==> config.mk <==
export PLATFORM = sky130hd
export DESIGN_NAME = key_evt
export DESIGN_NICKNAME = d
export VERILOG_FILES = /design/src/rtl/key_evt.sv
export SDC_FILE = /design/constraint.sdc
export NUM_CORES = 1
export LEC_CHECK = 0
export ABC_CLOCK_PERIOD_IN_PS = 5150
export BUFFER_PORTS_ARGS = -buffer_cell sky130_fd_sc_hd__buf_2
export CELL_PAD_IN_SITES_DETAIL_PLACEMENT = 0
export CELL_PAD_IN_SITES_GLOBAL_PLACEMENT = 2
export CORE_UTILIZATION = 43
export CTS_BUF_LIST = sky130_fd_sc_hd__clkbuf_2 sky130_fd_sc_hd__clkbuf_4 sky130_fd_sc_hd__clkbuf_8
export DETAILED_ROUTE_END_ITERATION = 6
export PLACE_DENSITY = 0.87
export SYNTH_ARGS = -nofsm -noshare
export SYNTH_HDL_FRONTEND = slang
export SYNTH_SLANG_ARGS = --single-unit
==> constraint.sdc <==
create_clock -name clk -period 5.15 [get_ports clk]
set_input_delay 1.545 -clock clk [delete_from_list [all_inputs] [get_ports clk]]
set_output_delay 1.545 -clock clk [all_outputs]
set_load 0.02 [all_outputs]
==> src/rtl/key_evt.sv <==
// Button event decoder: turns a debounced, asynchronous key level into single-cycle
// press/release/long-press/auto-repeat pulses, a held flag and a wrapping press count.
module key_evt #(
  parameter int unsigned LONG = 100_000_000,
  parameter int unsigned RPT  = 20_000_000,
  parameter int unsigned CW   = 27
) (
  input  logic       clk,
  input  logic       rstn,
  input  logic       x,
  output logic       prs,
  output logic       rel,
  output logic       lng,
  output logic       rep,
  output logic       held,
  output logic [7:0] npr
);

  localparam logic [1:0] IDLE = 2'd0;
  localparam logic [1:0] DOWN = 2'd1;
  localparam logic [1:0] REPT = 2'd2;

  localparam logic [CW-1:0] LONG_LAST = CW'(LONG - 1);
  localparam logic [CW-1:0] RPT_LAST  = CW'(RPT - 1);

  logic          s1, s2;
  logic [1:0]    st_q, st_d;
  logic [CW-1:0] cnt_q, cnt_d;
  logic          prs_d, rel_d, lng_d, rep_d;
  logic [7:0]    npr_d;

  // Release is tested before the threshold so it always wins a same-cycle race.
  always_comb begin
    st_d  = st_q;
    cnt_d = cnt_q;
    prs_d = 1'b0;
    rel_d = 1'b0;
    lng_d = 1'b0;
    rep_d = 1'b0;
    npr_d = npr;
    case (st_q)
      IDLE: begin
        if (s2) begin
          st_d  = DOWN;
          cnt_d = '0;
          prs_d = 1'b1;
          npr_d = npr + 8'd1;
        end
      end
      DOWN: begin
        if (!s2) begin
          st_d  = IDLE;
          rel_d = 1'b1;
        end else if (cnt_q == LONG_LAST) begin
          st_d  = REPT;
          cnt_d = '0;
          lng_d = 1'b1;
        end else begin
          cnt_d = cnt_q + CW'(1);
        end
      end
      REPT: begin
        if (!s2) begin
          st_d  = IDLE;
          rel_d = 1'b1;
        end else if (cnt_q == RPT_LAST) begin
          cnt_d = '0;
          rep_d = 1'b1;
        end else begin
          cnt_d = cnt_q + CW'(1);
        end
      end
      default: st_d = IDLE;
    endcase
  end

  always_ff @(posedge clk or negedge rstn) begin
    if (!rstn) begin
      s1    <= 1'b0;
      s2    <= 1'b0;
      st_q  <= IDLE;
      cnt_q <= '0;
      prs   <= 1'b0;
      rel   <= 1'b0;
      lng   <= 1'b0;
      rep   <= 1'b0;
      held  <= 1'b0;
      npr   <= 8'd0;
    end else begin
      s1    <= x;
      s2    <= s1;
      st_q  <= st_d;
      cnt_q <= cnt_d;
      prs   <= prs_d;
      rel   <= rel_d;
      lng   <= lng_d;
      rep   <= rep_d;
      held  <= (st_d != IDLE);
      npr   <= npr_d;
    end
  end

endmodule

==> impl_metrics.env <==
export IMPL_status="complete, no violations"
export IMPL_rsz0062_at_grt="false"
export IMPL_grt_pass1_vias=1551
export IMPL_endpoint_kind="output pin"
export IMPL_synth_main_ff_cell="dfrtp_1"
export IMPL_clk_pin_slew_ns=0.08
export IMPL_multiInputGateArea_um2=1150
export IMPL_track_usage_pct=18.8
export IMPL_rr_startpoint="st_q[0]"
export IMPL_overflow=0
export IMPL_die_area_um2=5640
export IMPL_cp_slowest_stage_delay_ns=0.44
export IMPL_cp_required_ns=3.61
export IMPL_drt_pass1_iter_count=4
export IMPL_finalMaxSlewViolations=0
export IMPL_cts_htree_levels=2
export IMPL_regArea_um2=1100
export IMPL_dp_cells=317
export IMPL_synthesis_area_um2=2300
export IMPL_grt_pass1_wl_mm=7.67
export IMPL_place_hpwl_mm=3.27
export IMPL_antenna_found_initial=0
export IMPL_fmax_mhz=404
export IMPL_cp_cell_sequence="buf_2"
export IMPL_grt_start_max_net_pins=45
export IMPL_fin_crit_sh_pct=48.1
export IMPL_syn_area_per_cell_um2=9.69
export IMPL_yosysWarnings=0
export IMPL_hp_start="s1"
export IMPL_r2r_slack_ns=2.83
export IMPL_syn_num_nets=246
export IMPL_port_buffers=15
export IMPL_slew_limit_headroom_pct=35.0
export IMPL_crit_family="flip-flops"
export IMPL_crit_path_start="npr[3]"
export IMPL_tns_ns=0
export IMPL_seq_area_frac_synth_pct=48.0
export IMPL_synth_edf_count=0
export IMPL_cp_num_buf_inv=1
export IMPL_worst_pin_slew_ns=0.976
export IMPL_hold_class="flip-flop to flip-flop"
export IMPL_vias=1784
export IMPL_finClkSkew_ns=0.00323
export IMPL_nFillCells=514
export IMPL_instances_no_fill=324
export IMPL_drc=0
export IMPL_cts_tree="yes"
export IMPL_detail_route_antenna_nets=0
export IMPL_wirelength_mm=4.75
export IMPL_cts_buffers=5
export IMPL_die_x_um=75.1
export IMPL_wl_per_cell_um=14.7
export IMPL_place_congestion=0.769
export IMPL_initial_core_util_pct=44.7
export IMPL_cp_slowest_cell="dfrtp_1"
export IMPL_syn2layout_area_growth_pct=9.75
export IMPL_p_leak_nw=1.10
export IMPL_cap_violations=0
export IMPL_finalSetupViolations=0
export IMPL_ys_ff_latch=44
export IMPL_p_per_area_nw_per_um2=376
export IMPL_core_area_um2=5140
export IMPL_viasPerCell=5.51
export IMPL_antenna_cells=0
export IMPL_cts_setup_buffers=0
export IMPL_peakVddDrop_mv=0.152
export IMPL_period_needed_ns=2.48
export IMPL_io_pin_count=16
export IMPL_setup_ws_ns=2.67
export IMPL_clock_root_buffer="clkbuf_8"
export IMPL_ys_types=42
export IMPL_arrival_ns=0.93
export IMPL_syn_inst=237
export IMPL_dr_first_iter_drc_count=79
export IMPL_synthArstFlopShare_pct=100
export IMPL_dp_slack_ns=2.77
export IMPL_crit_fanout=6
export IMPL_rows=26
export IMPL_cts_hold_buf=0
export IMPL_cts_sinks=44
export IMPL_clk_path_buf_depth=2
export IMPL_cp_start_kind="flip-flop"
export IMPL_clock_latency_ns=0.29
export IMPL_cts_resized=0
export IMPL_nets=263
export IMPL_hold_viol=0
export IMPL_drive_above_1_share_pct=13.8
export IMPL_die_h_um=75.1
export IMPL_crit_type="flip-flop to output pin"
[cell type report]
cell class                      count  area share (%)
Clock buffer                        6            3.03
Clock inverter                      1           0.199
Inverter                            4           0.596
Multi-Input combinational cell    183            45.7
Sequential cell                    44            43.7
Tap cell                           70            3.48
Timing Repair Buffer               16            3.28
[stage by stage]
step                      utilization [%]  instance area, um2  power [mW]  hold slack [ns]
after detailed placement             47.4                2440       0.752            0.356
after global routing                 49.0                2520        1.02            0.385
after global placement               47.4                2440       0.746            0.344
after floorplan                         -                2300       0.658            0.331
after CTS                            49.0                2520       0.959            0.374
final                                49.0                2520       0.946            0.372
[registers in the layout (all words and copies together) (netlist names)]
signal / count
cnt_q: 27
rel: 1
s1: 1
held: 1
st_q: 2
lng: 1
s2: 1
rep: 1
npr: 8
prs: 1
[final timing paths]
| kind | endpoint | cells past startpoint |
|---|---|---|
| worst max register to register | cnt_q[21] | 7 |
| worst min register to register | s2 | 0 |
| worst max-delay path | npr[3] | 1 |
| max in group asynchronous | cnt_q[26] | 1 |
| worst min-delay path | s2 | 0 |
| min in group asynchronous | st_q[1] | 1 |
[per-layer routing]
| layer | routed length (um) | global-route usage, % | part of all wire (%) |
|---|---|---|---|
| met1 | 2290 | 25.2 | 48 |
| met3 | 171 | 4.82 | 3.6 |
| met5 | 0 | 0 | 0 |
| met4 | 86 | 7.13 | 1.8 |
| met2 | 2210 | 29.2 | 46 |
[cells in the final DEF (no fill, tap or decap), types with 2 or more instances in the layout]
cell type | Yosys | routed
nor4_1 | 6 | 6
or2_2 | 2 | 2
nand3b_1 | 2 | 2
nand4_1 | 15 | 15
and3_1 | 7 | 7
nor2_1 | 26 | 26
and2_1 | 4 | 4
inv_1 | 4 | 4
o211ai_1 | 4 | 4
nand3_1 | 11 | 11
o21ai_0 | 8 | 8
nand2b_1 | 2 | 2
ha_1 | 6 | 6
and4_1 | 3 | 3
xor2_1 | 14 | 14
o31ai_1 | 3 | 3
or3_4 | 2 | 2
buf_2 | 0 | 15
nand2_1 | 25 | 25
nor3_1 | 8 | 8
o21ai_1 | 2 | 2
a21oi_1 | 7 | 7
xnor2_1 | 9 | 9
clkbuf_8 | 0 | 5
dfrtp_1 | 44 | 44
nor2b_1 | 2 | 2
[cells in the mapped netlist (2+ instances only)]
master	instances	share of area (%)
a21oi_1	7	1.5
and2_1	4	1.1
and3_1	7	1.9
and4_1	3	1.1
clkbuf_1	4	0.65
dfrtp_1	44	48
ha_1	6	3.3
inv_1	4	0.65
nand2_1	25	4.1
nand2b_1	2	0.54
nand3_1	11	2.4
nand3b_1	2	0.65
nand4_1	15	4.1
nor2_1	26	4.3
nor2b_1	2	0.54
nor3_1	8	1.7
nor4_1	6	1.6
o211ai_1	4	1.3
o21ai_0	8	1.7
o21ai_1	2	0.44
o31ai_1	3	0.98
or2_2	2	0.54
or3_4	2	0.98
xnor2_1	9	3.4
xor2_1	14	5.3
[where the power goes]
group	switching (mW)	internal, mW	leakage (nW)
sequential	0.0480	0.391	0.592
clock	0.109	0.0975	0.0445
combinational	0.197	0.104	0.463
[logic make-up after synthesis]
family / Yosys count / synth area share [%]
and+or+nand+nor: 122 / 28.7
DFF: 44 / 48.0
AOI/OAI and AO/OA: 31 / 8.94
xor gates and xnor gates: 23 / 8.77
buffers and inverters: 10 / 1.85
adders and majority gates: 6 / 3.27
muxes: 1 / 0.490
No activity file was read; power rests on OpenSTA's default activity.
